<file path="src/rtl/blink_sequencer.sv">
// Table-driven sequencer: steps through (exponent, repeat) entries and drives the
// free-running count and one-hot mask consumed by the blinker stage.
module blink_sequencer #(
    parameter int unsigned DEPTH = 4,
    localparam int unsigned AW = $clog2(DEPTH)
) (
    input  logic          clk,
    input  logic          rst,
    input  logic          wr_valid,
    output logic          wr_ready,
    input  logic [AW-1:0] wr_addr,
    input  logic [7:0]    wr_data,
    input  logic          start,
    input  logic          stop,
    input  logic          loop,
    output logic [15:0]   count,
    output logic [15:0]   mask,
    output logic [AW-1:0] entry_idx,
    output logic          busy,
    output logic          done
);

    typedef enum logic {IDLE, RUN} state_t;

    state_t        state;
    logic [7:0]    tbl [DEPTH];
    logic [3:0]    rep_cnt;
    logic [3:0]    cur_e;
    logic [3:0]    cur_reps;
    logic [3:0]    next_reps;
    logic [3:0]    start_reps;
    logic [15:0]   period_mask;
    logic          period_end;
    logic          entry_last;
    logic          wr_fire;
    logic [AW-1:0] next_idx;

    always_comb begin
        cur_e       = tbl[entry_idx][7:4];
        cur_reps    = tbl[entry_idx][3:0];
        next_idx    = entry_idx + AW'(1);
        next_reps   = tbl[next_idx][3:0];
        // e = 15 shifts by 16, giving an all-ones mask that matches the 16-bit wrap
        period_mask = ~(16'hFFFF << ({1'b0, cur_e} + 5'd1));
        period_end  = (count & period_mask) == period_mask;
        entry_last  = (entry_idx == AW'(DEPTH - 1)) || (next_reps == 4'd0);
        wr_fire     = wr_valid && (state == IDLE);
        start_reps  = (wr_fire && wr_addr == '0) ? wr_data[3:0] : tbl[0][3:0];
        mask        = (state == RUN) ? (16'd1 << cur_e) : 16'h8000;
    end

    assign wr_ready = (state == IDLE);
    assign busy     = (state == RUN);

    always_ff @(posedge clk or posedge rst) begin
        if (rst) begin
            state     <= IDLE;
            count     <= '0;
            rep_cnt   <= '0;
            entry_idx <= '0;
            done      <= 1'b0;
            for (int unsigned i = 0; i < DEPTH; i++) tbl[i] <= '0;
        end else begin
            done <= 1'b0;
            case (state)
                IDLE: begin
                    if (wr_fire) tbl[wr_addr] <= wr_data;
                    if (start && start_reps != 4'd0) begin
                        state     <= RUN;
                        entry_idx <= '0;
                        count     <= '0;
                        rep_cnt   <= '0;
                    end
                end
                RUN: begin
                    if (stop) begin
                        state     <= IDLE;
                        entry_idx <= '0;
                        count     <= '0;
                        rep_cnt   <= '0;
                    end else if (period_end) begin
                        if ({1'b0, rep_cnt} + 5'd1 < {1'b0, cur_reps}) begin
                            rep_cnt <= rep_cnt + 4'd1;
                            count   <= count + 16'd1;
                        end else begin
                            rep_cnt <= '0;
                            count   <= '0;
                            if (entry_last) begin
                                done      <= 1'b1;
                                entry_idx <= '0;
                                if (!loop) state <= IDLE;
                            end else begin
                                entry_idx <= next_idx;
                            end
                        end
                    end else begin
                        count <= count + 16'd1;
                    end
                end
                default: state <= IDLE;
            endcase
        end
    end

endmodule

</file>
<file path="config.mk">
export PLATFORM = sky130hd
export DESIGN_NAME = blink_sequencer
export DESIGN_NICKNAME = d
export VERILOG_FILES = /design/src/rtl/blink_sequencer.sv
export SDC_FILE = /design/constraint.sdc
export NUM_CORES = 1
export LEC_CHECK = 0
export CAP_MARGIN = 25
export CORE_ASPECT_RATIO = 0.7
export CORE_UTILIZATION = 40
export CTS_CLUSTER_SIZE = 14
export DETAILED_ROUTE_END_ITERATION = 6
export DONT_BUFFER_PORTS = 1
export HOLD_SLACK_MARGIN = 0.12
export PLACE_DENSITY_LB_ADDON = 0.12
export SLEW_MARGIN = 10
export SYNTH_ARGS = -nofsm -noshare
export SYNTH_HDL_FRONTEND = slang
export SYNTH_SLANG_ARGS = --single-unit
</file>
<file path="constraint.sdc">
create_clock -name clk -period 3 [get_ports clk]
set_input_delay 0.6 -clock clk [delete_from_list [all_inputs] [get_ports clk]]
set_output_delay 0.6 -clock clk [all_outputs]
set_load 0.01 [all_outputs]
</file>
==> results of run 1 <==
## state kept, by name, indices dropped and copies added, names as in the netlist
register,count
count,16
rep_cnt,4
tbl,32
busy,1
entry_idx,2
done,1
## critical path: stages (launching register included)
cell	delay (ps)
dfrtp_2	420
mux4_2	570
ha_4	210
ha_1	300
o21ai_0	90
a22o_1	260
and4bb_2	350
o21a_1	240
o21ai_1	120
a32o_1	230
## synthesized netlist by cell type (all sizes together) (3+ instances only)
| master | n | area [sq um] |
|---|---|---|
| dfrtp | 56 | 1400 |
| o32ai | 4 | 35.0 |
| clkbuf | 7 | 26.3 |
| nor4 | 3 | 33.8 |
| xnor2 | 3 | 26.3 |
| inv | 15 | 56.3 |
| and4 | 3 | 28.8 |
| nor2 | 16 | 60.1 |
| nand4 | 5 | 31.3 |
| buf | 6 | 37.5 |
| and3 | 14 | 87.6 |
| nand2 | 25 | 93.8 |
| nand2b | 5 | 31.3 |
| a32o | 3 | 30.0 |
| or2 | 3 | 18.8 |
| o211a | 4 | 40.0 |
| nor3 | 8 | 40.0 |
| o21ai | 11 | 55.1 |
| nand3 | 9 | 45.0 |
| a21o | 3 | 22.5 |
| mux4 | 8 | 180 |
| a21oi | 11 | 55.1 |
| o211ai | 4 | 35.0 |
| ha | 13 | 163 |
| o2111ai | 3 | 26.3 |
| and2 | 8 | 50.1 |
| a31oi | 6 | 37.5 |
| mux2 | 34 | 383 |
## through the flow
step                std cells  worst slack (ps)
floorplan                 322             -18.5
global placement          432              58.6
detailed placement        432             -15.6
CTS                       440              14.5
global route              441             -13.5
finish                    441              97.9
## routing by layer
| metal | up-vias | GRT usage (%) | routed length [um] |
|---|---|---|---|
| met5 | - | 0 | 0 |
| met4 | 0 | 4.27 | 48 |
| met3 | 4 | 4.96 | 564 |
| met2 | 106 | 30.7 | 3680 |
| met1 | 1329 | 31.6 | 4410 |
| li1 | 1247 | - | - |
## worst max-delay path by stage
stage          depth (start not counted)         start      endpoint
3_3_place_gp                          10  entry_idx[0]     count[13]
3_5_place_dp                          10  entry_idx[0]      count[7]
6_report                               9  entry_idx[0]    rep_cnt[3]
2_1_floorplan                         10  entry_idx[0]  entry_idx[0]
5_1_grt                                9  entry_idx[0]    rep_cnt[3]
4_1_cts                               10  entry_idx[0]  entry_idx[0]
## logic make-up (layout without fill, tap and decap cells)
kind of cell / after synthesis / count (layout) / synth area share, %
AND/OR/NAND/NOR: 111 / 111 / 18.6
adder cells (fa/ha/maj): 13 / 13 / 4.77
AO/OA/AOI/OAI: 65 / 65 / 13.7
multiplexers: 44 / 44 / 17.1
flip-flops: 56 / 56 / 41.1
buffers and inverters: 28 / 46 / 3.52
XOR/XNOR: 5 / 5 / 1.28
## report_power, final
group	internal, mW	switching (mW)	total, mW
Clock	0.317	0.302	0.619
Sequential	1.01	0.224	1.23
Combinational	0.685	0.754	1.44
Total	2.01	1.28	3.29
## placed cells by master (no fill, tap or decap), types with 9 or more instances in the layout
cell type,instances
nand3_1,9
a21oi_1,11
o21ai_0,9
inv_1,12
and3_1,14
nand2_1,23
ha_1,10
buf_4,20
dfrtp_1,55
nor2_1,16
mux2_2,33
## cell type report
cell class                 count  share of cell area (%)
inverter                      15                    1.45
clock buffer                   5                    3.23
sequential                    56                    36.2
timing repair buffer          23                    4.75
clock inverter                 3                   0.646
tap                          101                    3.26
multi-input combinational    238                    50.5
## repair_timing
action / CTS / global route
hold buffers: 0 / 0
buffers inserted: 0 / 1
resized for setup: 2 / 12
setup endpoints to repair: 7 / 28
pin swaps: 0 / 6
==> impl_results.md, run 1 <==
- Final hold slack: 291 ps
- HP Class: input port to asynchronous set/reset pin
- Clk sink count: 56
- Drt pass-1 iters: 6
- Pin count of the biggest net entering global routing: 35
- Reg clk slew, reported paths: 80 ps
- Final setup violation count: 0
- Gr usage total: 21.1%
- CTS max path bufs: 2
- RD Place Congestion: 0.812
- Register area: 0.00140 sq mm
- Critical Path RT: 3190 ps
- Die area: 0.00891 sq mm
- Top FF cell, synth: dfrtp_1
- Startpoint type of the worst setup path: register
- Layout cells sized above 1: 27.6%
- Part of the cycle the worst path needs: 96.7%
- Sum Neg Setup Slack: 0 ps
- Worst r2r src: entry_idx[0]
- CTS buffer count: 5
- Max Freq: 0.345 GHz
- CTS tree: built
- Share of the yosys chip area belonging to registers: 41.1%
- Area growth from synthesis to layout: 13.5%
- GRT overflow: 0
- Remaining DRCs: 0
- Drt initial violations: 140
- Max Cap Viol: 0
- Outcome: complete, no violations
- # fillers: 734
- Port buffer count: 0
- R2R Path End: rep_cnt[3]
- Diodes inserted: 0
- Total power per unit cell area: 849 mW/mm^2
- Min Tclk post-route: 2900 ps
- Post-Route WL: 8710 um
- Clock Skews: 7.82 ps
- Multi-input logic area: 0.00196 sq mm
- RSZ-0062 raised after global routing: true
- Worst VDD drop: 0.333 mV
- DP Area: 0.00367 sq mm
- Avg Cell Area, Syn: 10.6 sq um
- Leakage power: 1.67 nW
- Worst Tran Pin Value: 722 ps
- Synthesis-stage register bit count: 56
- Global-route wire length before repair: 14400 um
- Final HPWL DP: 6560 um
- Initial Utilization: 42.3%
- Cell area after layout: 0.00387 sq mm
- Die W: 112 um
- I/O pins: 53
- Rel. slew slack: 51.8%
- Synthesized netlist net count: 351
- Via count: 2686
- Crit end category: register
- Final hold violations: 0
- DR WL/cell: 19.7 um
- Post-synth ARST share: 100%
- Antenna Nets Post-Route: 0
- Worst R2R Setup Slack: 100 ps
- Site row count: 27
- Crit path DAT: 3090 ps
- Core area: 0.00807 sq mm
- Util after Layout: 48.0%
- Die height: 79.3 um
- Final #Nets: 368
- Crit path kind: register to register
- Worst-case reg-to-reg path depth: 9
- Warnings, synthesis: 0
- Clock Latency Late Sink: 300 ps
- CTS root buf: clkbuf_16
- Vias per cell: 6.09
- Post-synth EDFFs: 0
- Initial antenna violation count: 0
- Synthesized cell area: 0.00341 sq mm
- Mapped Cells: 322
- Final Max Slew Viols: 0
- Synth unique cells: 56
- Total Power: 3.29 mW
- H-tree depth: 2
- Number of global-route vias before repair: 2573
- Crit-path max FO: 4
Note: power is estimated with default switching activity, not from simulation.
==> run 2: changes to the inputs <==
--- a/config.mk
+++ b/config.mk
@@ -5,6 +5,7 @@
 export SDC_FILE = /design/constraint.sdc
 export NUM_CORES = 1
 export LEC_CHECK = 0
+export ABC_AREA = 1
 export CAP_MARGIN = 25
 export CORE_ASPECT_RATIO = 0.7
 export CORE_UTILIZATION = 40
@@ -12,6 +13,7 @@
 export DETAILED_ROUTE_END_ITERATION = 6
 export DONT_BUFFER_PORTS = 1
 export HOLD_SLACK_MARGIN = 0.12
+export MAX_ROUTING_LAYER = met4
 export PLACE_DENSITY_LB_ADDON = 0.12
 export SLEW_MARGIN = 10
 export SYNTH_ARGS = -nofsm -noshare
==> run 2 against run 1 <==
Net effect: sequential share of layout area is 1.0 points higher; critical endpoint is now entry_idx[1]; cell count increased by 32%; clock skew shrank 2.2 ps; global-route usage about the same; routed wire length hardly changed; maximum frequency increased by 8.4%; area after synthesis rose by 1.6%; critical path depth up 10; count of clock-buffer cells in the layout rose by 2.
==> impl_results.md, run 2 <==
- Clock power share: 17.9% (-0.9 points)
- Min Tclk post-route: 2680 ps (-224 ps)
- Layout cells sized above 1: 10.0% (-18 points)
- Leakage power: 1.77 nW (+6.2%)
- Via count: 2982 (+11%)
- Top Registers: tbl: 32 flops, count: 16 flops, rep_cnt: 4 flops
- Synthesis-stage register bit count: 56 (unchanged)
- Cell taking the most area after synthesis: dfrtp_1
- Most frequent cells in the layout: nand2_1, dfrtp_1, o21ai_0, inv_1, nor2_1
- Biggest register: tbl
- Warnings, synthesis: 0 (unchanged)
- Max reg flops: 32 (unchanged)
- Die height: 79.9 um (+0.78%)
- Max Freq: 0.373 GHz (+8.4%)
- Post-synth ARST share: 100% (unchanged)
- Ranking of synthesized cells by area: dfrtp_1, nand2_1, o21ai_0, inv_1, nand3_1
- Total power per unit cell area: 912 mW/mm^2 (+7.5%)
- Logic gate share of total power: 46.5% (+2.7 points)
- Sw frac: 45.2% (+6.3 points)
- Synthesized cell area: 0.00347 sq mm (+1.6%)
- Port buffer count: 0 (unchanged)
- Outcome: complete, no violations
- Pin count of the biggest net entering global routing: 36 (+2.9%)
- HP Class: input port to asynchronous set/reset pin
- Final HPWL DP: 6650 um (+1.3%)
- PnR worst setup slack: 322 ps (+224 ps)
- CTS max path bufs: 2 (unchanged)
- Global-route wire length before repair: 14200 um (-1.2%)
- CTS buffer count: 5 (unchanged)
- Rel. slew slack: 50.0% (-1.8 points)
- Antenna Nets Post-Route: 0 (unchanged)
- Most frequent cell after synthesis: nand2_1
- Clock Skews: 5.58 ps (-2.24 ps)
- Core area: 0.00844 sq mm (+4.6%)
- Sequential Power Share: 35.7% (-1.7 points)
- Post-CTS Hold Buffers: 0 (unchanged)
- Diodes inserted: 0 (unchanged)
- Internal power: 1.88 mW (-6.2%)
- Critical path's largest stage delay: 470 ps (-100 ps)
- H-tree depth: 2 (unchanged)
- Switching Power: 1.55 mW (+21%)
- Post-Route WL: 8710 um (about the same)
- CTS tree: built
- Placed Cells: 572 (+32%)
- Clock Latency Late Sink: 300 ps (about the same)
- RSZ-0062 raised after global routing: false
- Top FF cell, synth: dfrtp_1
- I/O pins: 53 (unchanged)
- Clk sink count: 56 (unchanged)
- RD Place Congestion: 0.888 (+9.3%)
- Synth unique cells: 34 (-39%)
- GRT overflow: 0 (unchanged)
- Synth top area share: 40.4% (-0.65 points)
- Site row count: 28 (+3.7%)
- Worst Tran Pin Value: 748 ps (+25.4 ps)
- Worst VDD drop: 0.294 mV (-12%)
- Post-Place Worst Slack: 207 ps (+222 ps)
- Most common cell after layout, fill and taps aside: nand2_1
- Part of the cycle the worst path needs: 89.3% (-7.5 points)
- Crit end category: register
- Sum Neg Setup Slack: 0 ps (unchanged)
- Gr usage total: 21.1% (+0.030 points)
- Final #Nets: 488 (+33%)
- Max Cap Viol: 0 (unchanged)
- Final hold violations: 0 (unchanged)
- Crit path DAT: 2870 ps (-220 ps)
- Initial antenna violation count: 0 (unchanged)
- Area growth from synthesis to layout: 8.62%
- Die area: 0.00905 sq mm (+1.6%)
- Post-synth EDFFs: 0 (unchanged)
- Critical Path RT: 3190 ps (about the same)
- Crit path kind: register to register
- Number of global-route vias before repair: 2850 (+11%)
- Share of the yosys chip area belonging to registers: 40.4% (-0.65 points)
- Crit-path max FO: 16 (+12)
- Finished Layout Cells: 580 (+32%)
- Drt pass-1 iters: 4 (-2)
- Startpoint type of the worst setup path: register
- Avg Cell Area, Syn: 7.64 sq um (-28%)
- Reg clk slew, reported paths: 70 ps (about the same)
- Remaining DRCs: 0 (unchanged)
- Final setup violation count: 0 (unchanged)
- Most used cell, CP: nand2_1
- Initial Utilization: 41.1% (-1.2 points)
- Final hold slack: 193 ps (-98.2 ps)
- Synthesized netlist net count: 483 (+38%)
- CTS root buf: clkbuf_16
- Critical Path, Cell by Cell: inv_2 -> nand2_1 -> nand2_1 -> nand2_1 -> nand2_1 -> ha_1 -> ha_1 -> inv_1 -> o21ai_0 -> nand2_1 -> nand4_1 -> nor2_1 -> nand2_1 -> inv_2 -> nand3_4 -> nand2_8 -> nand2_1 -> nand2_1 -> nand2_1
- Post-CTS Setup Bufs: 0 (unchanged)
- Vias per cell: 5.14 (-16%)
- Mapped Cells: 454 (+41%)
- Slowest CP cell: dfrtp_2
- Total Power: 3.44 mW (+4.5%)
- Post-synth top cells: nand2_1, dfrtp_1, o21ai_0, inv_1, nor2_1
- Drt initial violations: 161 (+15%)
- DR WL/cell: 15.0 um (-24%)
- Post-CTS Resized: 0 (-2)
- Final Max Slew Viols: 0 (unchanged)
- Die W: 113 um (+0.79%)
- # fillers: 866 (+18%)
run 2: changes by cell type after synthesis, moves of 14 or more:
cell | before | now
nand2_1 | 25 | 126
o21ai_0 | 9 | 52
mux2_2 | 34 | 0
inv_1 | 15 | 47
nand3_1 | 9 | 34
nor2_1 | 16 | 40
and3_1 | 14 | 0
run 2: worst paths after layout:
kind	from	endpoint	slack [ps]	depth (start not counted)
max in group asynchronous	rst	entry_idx[0]	1950	2
min in group clk	tbl[15]	tbl[15]	500	2
worst max register to register	entry_idx[0]	entry_idx[1]	320	19
worst max-delay path	entry_idx[0]	entry_idx[1]	320	19
worst min-delay path	rst	count[15]	190	1
worst min register to register	tbl[15]	tbl[15]	500	2
run 2: layout make-up:
class                      instances  area, sq um  area share, %
clock buffer                       7          143           3.79
clock inverter                     1         7.51          0.199
inverter                          50          188           4.98
multi-input combinational        337         1810           48.0
sequential                        56         1400           37.2
tap                              120          150           3.99
timing repair buffer               9         67.6           1.79
run 2: logic make-up (layout without fill, tap and decap cells):
| kind of cell | after synthesis | count (layout) | synth area share (%) |
|---|---|---|---|
| AO/OA/AOI/OAI | 81 | 81 | 14.6 |
| XOR/XNOR | 10 | 10 | 2.53 |
| adder cells (fa/ha/maj) | 13 | 13 | 4.69 |
| buffers and inverters | 61 | 67 | 7.68 |
| flip-flops | 56 | 56 | 40.4 |
| multiplexers | 1 | 1 | 0.649 |
| AND/OR/NAND/NOR | 232 | 232 | 29.4 |
run 2: metal layers:
metal | part of all wire (%) | global-route usage (%)
met1 | 52 | 30.2
met2 | 42 | 29.7
met3 | 5.3 | 4.10
met4 | 1.1 | 6.84
met5 | 0 | -
run 2: worst max-delay path: cells and delay by family, from the launching register on:
kind                       cells  cell delay, ps
AOI/OAI and AO/OA              1              80
adders and majority gates      2             570
buffers and inverters          3             280
DFF                            1             470
and+or+nand+nor               13            1180
run 2: metrics by stage:
step | cell area (sq um) | util [%]
6_report | 3770 | 44.6
3_5_place_dp | 3610 | 42.7
5_1_grt | 3770 | 44.6
3_3_place_gp | 3610 | 42.7
4_1_cts | 3760 | 44.5
2_1_floorplan | 3470 | -
run 2: power groups by stage:
stage | registers, mW | clock network (mW) | logic, mW
after global placement | 1.24 | 0 | 1.56
after global routing | 1.26 | 0.648 | 1.85
after CTS | 1.22 | 0.628 | 1.60
final | 1.23 | 0.614 | 1.60
after detailed placement | 1.24 | 0 | 1.59
after floorplan | 1.18 | 0 | 1.24
==> run 3: changes to the inputs <==
--- a/config.mk
+++ b/config.mk
@@ -7,7 +7,6 @@
 export LEC_CHECK = 0
 export ABC_AREA = 1
 export CAP_MARGIN = 25
-export CORE_ASPECT_RATIO = 0.7
 export CORE_UTILIZATION = 40
 export CTS_CLUSTER_SIZE = 14
 export DETAILED_ROUTE_END_ITERATION = 6
@@ -15,7 +14,6 @@
 export HOLD_SLACK_MARGIN = 0.12
 export MAX_ROUTING_LAYER = met4
 export PLACE_DENSITY_LB_ADDON = 0.12
-export SLEW_MARGIN = 10
 export SYNTH_ARGS = -nofsm -noshare
 export SYNTH_HDL_FRONTEND = slang
 export SYNTH_SLANG_ARGS = --single-unit
==> run 3 against run 2 <==
Net effect: worst hold slack worse by 11 ps; power is 1.2% lower; critical path depth is 1 lower; global-route usage is 0.69 points lower; count of clock-buffer cells in the layout is 1 lower; register-to-register slack hardly changed; critical endpoint is now count[7].
==> impl_results.md, run 3 (synthesis results as in run 2) <==
- Outcome: complete, no violations
- HP Class: input port to asynchronous set/reset pin
- Max reg flops: 32 (unchanged)
- Global-route wire length before repair: 13900 um (-2.2%)
- GRT overflow: 0 (unchanged)
- Slowest CP cell: dfrtp_1
- Drt initial violations: 109 (-32%)
- RSZ-0062 raised after global routing: false
- Antenna Nets Post-Route: 0 (unchanged)
- Top Registers: tbl: 32 flops, count: 16 flops, rep_cnt: 4 flops
- Site row count: 33 (+18%)
- Port buffer count: 0 (unchanged)
- Total Power: 3.40 mW (-1.2%)
- H-tree depth: 2 (unchanged)
- Most used cell, CP: nand2_1
- Die height: 95.1 um (+19%)
- Finished Layout Cells: 575 (-0.86%)
- Bufs and invs on worst path: 4 (+1)
- CTS tree: built
- Reg clk slew, reported paths: 110 ps (+40 ps)
- Worst VDD drop: 0.353 mV (+20%)
- Startpoint type of the worst setup path: register
- Crit end category: register
- Biggest register: tbl
- CTS buffer count: 5 (unchanged)
- PnR worst setup slack: 322 ps (-0.293 ps)
- Final HPWL DP: 6610 um (-0.60%)
- Part of the cycle the worst path needs: 89.3% (about the same)
- Number of global-route vias before repair: 2855 (+0.18%)
- Crit path kind: register to register
- CTS root buf: clkbuf_8
- Final Max Slew Viols: 0 (unchanged)
- Critical Path RT: 3200 ps (about the same)
- Clk sink count: 56 (unchanged)
- RD Place Congestion: 0.840 (-5.4%)
- Most frequent cells in the layout: nand2_1, dfrtp_1, o21ai_0, inv_1, nor2_1
- Sum Neg Setup Slack: 0 ps (unchanged)
- DR WL/cell: 14.4 um (-3.9%)
- Initial antenna violation count: 0 (unchanged)
- Max Freq: 0.373 GHz (about the same)
- Diodes inserted: 0 (unchanged)
- # fillers: 856 (-1.2%)
- Die W: 95.1 um (-16%)
- Area growth from synthesis to layout: 9.74%
- Final hold violations: 0 (unchanged)
- Initial Utilization: 41.8% (+0.71 points)
- Most common cell after layout, fill and taps aside: nand2_1
- Post-Place Worst Slack: 275 ps (+68.1 ps)
- Placed Cells: 563 (-1.6%)
- Core area: 0.00830 sq mm (-1.7%)
- DP Area: 0.00363 sq mm (+0.73%)
- Cell area after layout: 0.00381 sq mm (+1.0%)
- Critical Path, Cell by Cell: buf_4 -> nand2_1 -> nand2_1 -> nand2_1 -> nand2_1 -> ha_1 -> ha_1 -> inv_1 -> o21ai_0 -> nand2_1 -> nand4_1 -> nor2_1 -> nand2_1 -> inv_2 -> nand3_4 -> nand2_8 -> buf_12 -> o21ai_0
- Layout cells sized above 1: 11.9% (+1.9 points)
- Drt pass-1 iters: 4 (unchanged)
- Post-CTS Hold Buffers: 0 (unchanged)
- Util after Layout: 45.9% (+1.2 points)
- Clock Latency Late Sink: 310 ps (about the same)
- CTS max path bufs: 2 (unchanged)
- Gr usage total: 20.4% (-0.69 points)
- Total power per unit cell area: 892 mW/mm^2 (-2.2%)
- I/O pins: 53 (unchanged)
- Leakage power: 1.82 nW (+2.7%)
- Pin count of the biggest net entering global routing: 25 (-31%)
- Post-Route WL: 8300 um (-4.7%)
- Worst Tran Pin Value: 559 ps (-188 ps)
- Min Tclk post-route: 2680 ps (+0.293 ps)
- Final #Nets: 498 (+2.0%)
- Max Cap Viol: 0 (unchanged)
- Die area: 0.00905 sq mm (about the same)
- Clock Skews: 13.6 ps (+7.98 ps)
- Vias per cell: 5.17 (+0.46%)
- Critical path's largest stage delay: 450 ps (-20 ps)
- Rel. slew slack: 62.6% (+13 points)
- Via count: 2970 (-0.40%)
- Final hold slack: 182 ps (-11.4 ps)
- Remaining DRCs: 0 (unchanged)
- Crit-path max FO: 8 (-8)
- Final setup violation count: 0 (unchanged)
- Crit-path leading delay family: simple AND/OR/NAND/NOR gates
- Crit path DAT: 2880 ps (about the same)
-- run 3: routing by layer --
metal	track usage [%]	part of all wire, %	routed length, um	vias up
met3	3.67	4.3	357	6
met5	-	0	0	-
li1	-	-	-	1514
met2	33.4	47	3870	61
met1	26.2	48	4000	1389
met4	4.80	0.94	78	0
-- run 3: worst paths after layout --
| path | to | slack [ps] | start | depth (start not counted) |
|---|---|---|---|---|
| setup / recovery | count[7] | 320 | entry_idx[0] | 18 |
| hold / removal | tbl[6] | 180 | rst | 1 |
| setup reg to reg | count[7] | 320 | entry_idx[0] | 18 |
| hold reg to reg | tbl[31] | 500 | tbl[31] | 2 |
| max in group asynchronous | rep_cnt[3] | 2170 | rst | 2 |
| min in group clk | tbl[12] | 480 | wr_data[4] | 2 |
-- run 3: timing repair --
item	CTS	global route
buffers inserted	0	4
gates resized for setup	0	1
endpoints found under the setup margin	0	3
hold endpoints to repair	0	0
-- run 3: worst reg2reg max path, cell delays in order, from the launching register on --
cell and delay, ps:
dfrtp_1 450, buf_4 180, nand2_1 70, nand2_1 50, nand2_1 50, nand2_1 100
ha_1 240, ha_1 330, inv_1 110, o21ai_0 90, nand2_1 90, nand4_1 80
nor2_1 110, nand2_1 70, inv_2 90, nand3_4 130, nand2_8 130, buf_12 130
o21ai_0 70
-- run 3: where the power goes --
group          switching, mW  total (mW)  internal (mW)
logic                   1.04        1.64          0.603
clock network          0.255       0.529          0.274
registers              0.230        1.23          0.997
-- run 3: layout make-up --
cell class	instances	area, sq um	share of cell area [%]
clock buffers	6	82.6	2.17
clock inverters	2	38.8	1.02
inverters	50	188	4.93
multi-input cells	337	1810	47.5
flip-flops and latches	56	1400	36.8
well taps	105	131	3.45
repair buffers	19	155	4.08
==> edit 1, RTL diff (settings of run 2) <==
Put one more register stage on the output `count`, with the module's reset. The value now appears one clock later. The other outputs are not delayed to match.
--- a/src/rtl/blink_sequencer.sv
+++ b/src/rtl/blink_sequencer.sv
@@ -23,4 +23,6 @@
     typedef enum logic {IDLE, RUN} state_t;
 
+    logic [15:0] count_s0;
+
     state_t        state;
     logic [7:0]    tbl [DEPTH];
@@ -43,5 +45,5 @@
         // e = 15 shifts by 16, giving an all-ones mask that matches the 16-bit wrap
         period_mask = ~(16'hFFFF << ({1'b0, cur_e} + 5'd1));
-        period_end  = (count & period_mask) == period_mask;
+        period_end  = (count_s0 & period_mask) == period_mask;
         entry_last  = (entry_idx == AW'(DEPTH - 1)) || (next_reps == 4'd0);
         wr_fire     = wr_valid && (state == IDLE);
@@ -56,5 +58,5 @@
         if (rst) begin
             state     <= IDLE;
-            count     <= '0;
+            count_s0  <= '0;
             rep_cnt   <= '0;
             entry_idx <= '0;
@@ -69,5 +71,5 @@
                         state     <= RUN;
                         entry_idx <= '0;
-                        count     <= '0;
+                        count_s0  <= '0;
                         rep_cnt   <= '0;
                     end
@@ -77,13 +79,13 @@
                         state     <= IDLE;
                         entry_idx <= '0;
-                        count     <= '0;
+                        count_s0  <= '0;
                         rep_cnt   <= '0;
                     end else if (period_end) begin
                         if ({1'b0, rep_cnt} + 5'd1 < {1'b0, cur_reps}) begin
                             rep_cnt <= rep_cnt + 4'd1;
-                            count   <= count + 16'd1;
+                            count_s0 <= count_s0 + 16'd1;
                         end else begin
                             rep_cnt <= '0;
-                            count   <= '0;
+                            count_s0 <= '0;
                             if (entry_last) begin
                                 done      <= 1'b1;
@@ -95,5 +97,5 @@
                         end
                     end else begin
-                        count <= count + 16'd1;
+                        count_s0 <= count_s0 + 16'd1;
                     end
                 end
@@ -103,4 +105,12 @@
     end
 
+    always_ff @(posedge clk or posedge rst) begin
+        if (rst) begin
+            count <= '0;
+        end else begin
+            count <= count_s0;
+        end
+    end
+
 endmodule
 
Function: changed (Yosys sat finds a counterexample within 4 cycles, from zero or initial values and one cycle with rst high).
==> edit 1 against run 2 <==
Count of clock-buffer cells in the layout is 4 higher. Power rose by 21%. Setup slack worse by 91 ps. Sequential cell count up 16. Final area up 15%. Core utilization is 2.2 points higher. Wire length grew 6.8%. Combinational power is 9% higher. Synthesized area is 12% higher. Critical endpoint is now count_s0[14]. Largest cell class is now registers. Largest power group unchanged. Highest routed layer unchanged.
==> edit 1: results (changes against run 2) <==
* Routability cong. at 0.8811 (-0.72%)
* Crit path largest cell delay at 410 ps (-60 ps)
* Drt wl/cell at 14.77 µm (-1.6%)
* Fraction of layout cells with a size suffix above 1 at 10.28% (+0.28 points)
* Slew @ Worst Pin at 629.2 ps (-118.4 ps)
* Placed Instance Area at 4018 µm² (+11%)
* Largest net degree at the start of global routing at 39 (+8.3%)
* First-pass GRT wire length at 16.01 mm (+13%)
* All-layer global routing usage at 21.27% (+0.16 points)
* Most frequent cells after synthesis: nand2_1, dfrtp_1, inv_1
* Synth top area cells: dfrtp_1, nand2_1, inv_1
* CP max stage cell: dfrtp_1
* Vias in the first global route at 3129 (+9.8%)
* Leak at 0.002143 µW (+21%)
* Arrival time at the worst endpoint at 2970 ps (+100 ps)
* Routed vias at 3184 (+6.8%)
* Largest registers: tbl (32), count (16), count_s0 (16)
* Register area share after synthesis at 46.47% (+6.1 points)
* Area taken by multi-input logic gates at 1783 µm² (-1.5%)
* H-tree lvl count at 3 (+1)
* CTS Buf Count at 9 (+4)
* Reg2Reg Setup Slack at 230 ps (-90 ps)
* Status: finished, final reports clean
* Residual DRC count at 0 (unchanged)
* Syn_nets at 524 (+8.5%)
* Worst hold slack at 249.4 ps (+56.44 ps)
* Post-detail-place hpwl at 6.841 mm (+2.9%)
* 1st-pass router iterations at 4 (unchanged)
* Worst-Skew Late Latency at 330 ps (+30 ps)
* VDD IR max at 355.1 µV (+21%)
* Number of fill cells at 928 (+7.2%)
* CTS clk-pin slew, worst paths at 50 ps (-20 ps)
* Initial DRC count at 169 (+5.0%)
edit 1: worst paths after layout:
path / to / depth (start not counted) / startpoint
min in group clk: count[3] / 0 / count_s0[3]
hold / removal: count[0] / 2 / rst
hold reg to reg: count[3] / 0 / count_s0[3]
setup / recovery: count_s0[14] / 19 / entry_idx[0]
max in group asynchronous: rep_cnt[1] / 2 / rst
setup reg to reg: count_s0[14] / 19 / entry_idx[0]
edit 1: per-stage QoR:
stage	total power, µW	worst slack, ps	cells
finish	4153	231.5	630
global route	4513	26.56	630
CTS	4159	170.9	630
detailed placement	3094	216.6	615
global placement	3057	323.0	615
floorplan	2685	470.9	495
edit 1: worst max-delay path: cells and delay by family (launching register included):
kind,cells,cell delay [ps]
buffers and inverters,1,180
flip-flops,1,410
AND/OR/NAND/NOR,14,1290
AO/OA/AOI/OAI,2,140
adder cells (fa/ha/maj),2,600
edit 1: logic make-up after synthesis:
family	after synthesis	synth area share [%]
and+or+nand+nor	255	29.07
AOI/OAI and AO/OA	72	10.04
buffers and inverters	72	7.744
DFF	72	46.47
adders and majority gates	13	4.195
xor gates and xnor gates	11	2.485
edit 1: layout make-up:
| cell class | count | share of cell area, % |
|---|---|---|
| multi-input cells | 351 | 41.32 |
| repair buffers | 8 | 1.392 |
| well taps | 124 | 3.595 |
| clock buffers | 11 | 5.625 |
| flip-flops and latches | 72 | 41.75 |
| clock inverters | 4 | 1.044 |
| inverters | 60 | 5.277 |
edit 1: where the power goes:
part	internal, µW	switching [µW]	leakage, µW
combinational	573	1160	0.00105
clock	657	384	0.000145
sequential	1190	182	0.000951
total	2420	1730	0.00214
edit 1: per-layer routing:
layer  share of wire (%)  vias up  global-route usage [%]  wire (µm)
met5                   0        -                       -          0
met4                 1.3        0                   6.705        117
met3                 4.8       10                   5.842        449
met2                  42       70                   29.53       3880
met1                  52     1509                   29.84       4859
li1                    -     1595                       -          -
==> edit 2, RTL diff (flow settings as in run 2) <==
Made on the original files. `DEPTH`: 4 -> 8.
--- a/src/rtl/blink_sequencer.sv
+++ b/src/rtl/blink_sequencer.sv
@@ -2,5 +2,5 @@
 // free-running count and one-hot mask consumed by the blinker stage.
 module blink_sequencer #(
-    parameter int unsigned DEPTH = 4,
+    parameter int unsigned DEPTH = 8,
     localparam int unsigned AW = $clog2(DEPTH)
 ) (
Ports: changed (resized entry_idx and wr_addr); port bits go from 53 to 55. No check against the original RTL was run, so the function may have changed too.
==> edit 2 against run 2 <==
Synthesized area up 55%. Wire length up 65%. Core utilization up 1.1 points. Power up 68%. Fmax down 6.9%. Sequential cell count up 33. Critical path depth down 8. Critical endpoint is now mask[15]. Setup slack worse by 200 ps. Sequential share of layout area down 0.064 points. Global-route usage up 1.2 points. Non-clock buffer count up 8. Sequential power up 59%. Final area up 59%.
==> edit 2: results (changes against run 2) <==
* Vias in the first global route at 4374 (+53%)
* Leak at 0.002826 µW (+60%)
* Crit path largest cell delay at 540 ps (+70 ps)
* Status: finished, final reports clean
* Initial DRC count at 303 (+88%)
* Arrival time at the worst endpoint at 2280 ps (-590 ps)
* Non-Clock Buffer Count at 17 (+8)
* All-layer global routing usage at 22.35% (+1.2 points)
* Mux cell area share after synthesis at 0% (-0.65 points)
* Logic inverters at 96 (+92%)
* Hold Path Class: input port to flip-flop
* 1st-pass router iterations at 6 (+2)
* Slew @ Worst Pin at 796.2 ps (+48.55 ps)
* Register area share after synthesis at 41.46% (+1.1 points)
* Signal buf overhead at 2.646% (+0.85 points)
* Worst-Skew Late Latency at 340 ps (+40 ps)
* Post-detail-place hpwl at 10.60 mm (+59%)
* Clk sinks at 89 (+59%)
* Area taken by multi-input logic gates at 2693 µm² (+49%)
* Fraction of layout cells with a size suffix above 1 at 15.37% (+5.4 points)
* CP max stage cell: dfrtp_4
* VDD IR max at 341.2 µV (+16%)
* Reg2reg end: count[14]
* Adder-cell area share of the yosys netlist at 3.261% (-1.4 points)
* Nets at 735 (+51%)
* ClkCell Share at 5.708% (+1.7 points)
* Syn avg cell area at 7.706 µm² (+0.88%)
* First-pass GRT wire length at 23.16 mm (+63%)
* Post-Layout Cell Count at 875 (+51%)
* Number of fill cells at 1321 (+53%)
* Synth top area cells: dfrtp_1, nand2_1, o21ai_0
* Clock skew after layout at 10.82 ps (+5.240 ps)
* Cell family with most CP delay: flip-flops
* Clock buffers at 10 (+3)
* Reg2Reg Depth at 18 (-1)
* Syn_nets at 728 (+51%)
* Setup crit end: mask[15]
* Multi-In Gates at 491 (+46%)
* Final worst path period need at 2877 ps (+199.2 ps)
* Compound-Gate Fraction of Synth Area at 15.16% (+0.52 points)
* Routability cong. at 0.8582 (-3.3%)
* Dpl cells at 855 (+49%)
* Largest net degree at the start of global routing at 46 (+28%)
* Wirelength, routed at 14.34 mm (+65%)
* CTS Buf Count at 9 (+4)
edit 2: cell types whose count changed after synthesis, sizes merged, moves of 15 or more:
cell / before / now
o21ai: 53 / 103
nand3: 37 / 52
nand2: 134 / 197
nor2: 41 / 58
inv: 50 / 96
dfrtp: 56 / 89
edit 2: metal layers:
metal  GRT usage, %  routed length (µm)  part of all wire [%]  vias to the layer above
met5              -                   0                     0                        -
met1          31.69                7310                    51                     2143
met2          32.38                6106                    43                      133
met3          4.665                 782                   5.5                       12
li1               -                   -                     -                     2260
met4          5.518                 137                  0.96                        0
edit 2: report_power, final:
group	internal (µW)	leakage [µW]	switching, µW	total, µW
Clock	818	0.000159	489	1310
Sequential	1650	0.00113	302	1950
Combinational	857	0.00153	1660	2510
edit 2: timing repair:
item,4_1_cts,5_1_grt
endpoints found under the setup margin,0,28
resized for setup,0,17
hold buffers,1,0
buffers inserted,0,3
hold endpoints to repair,16,0
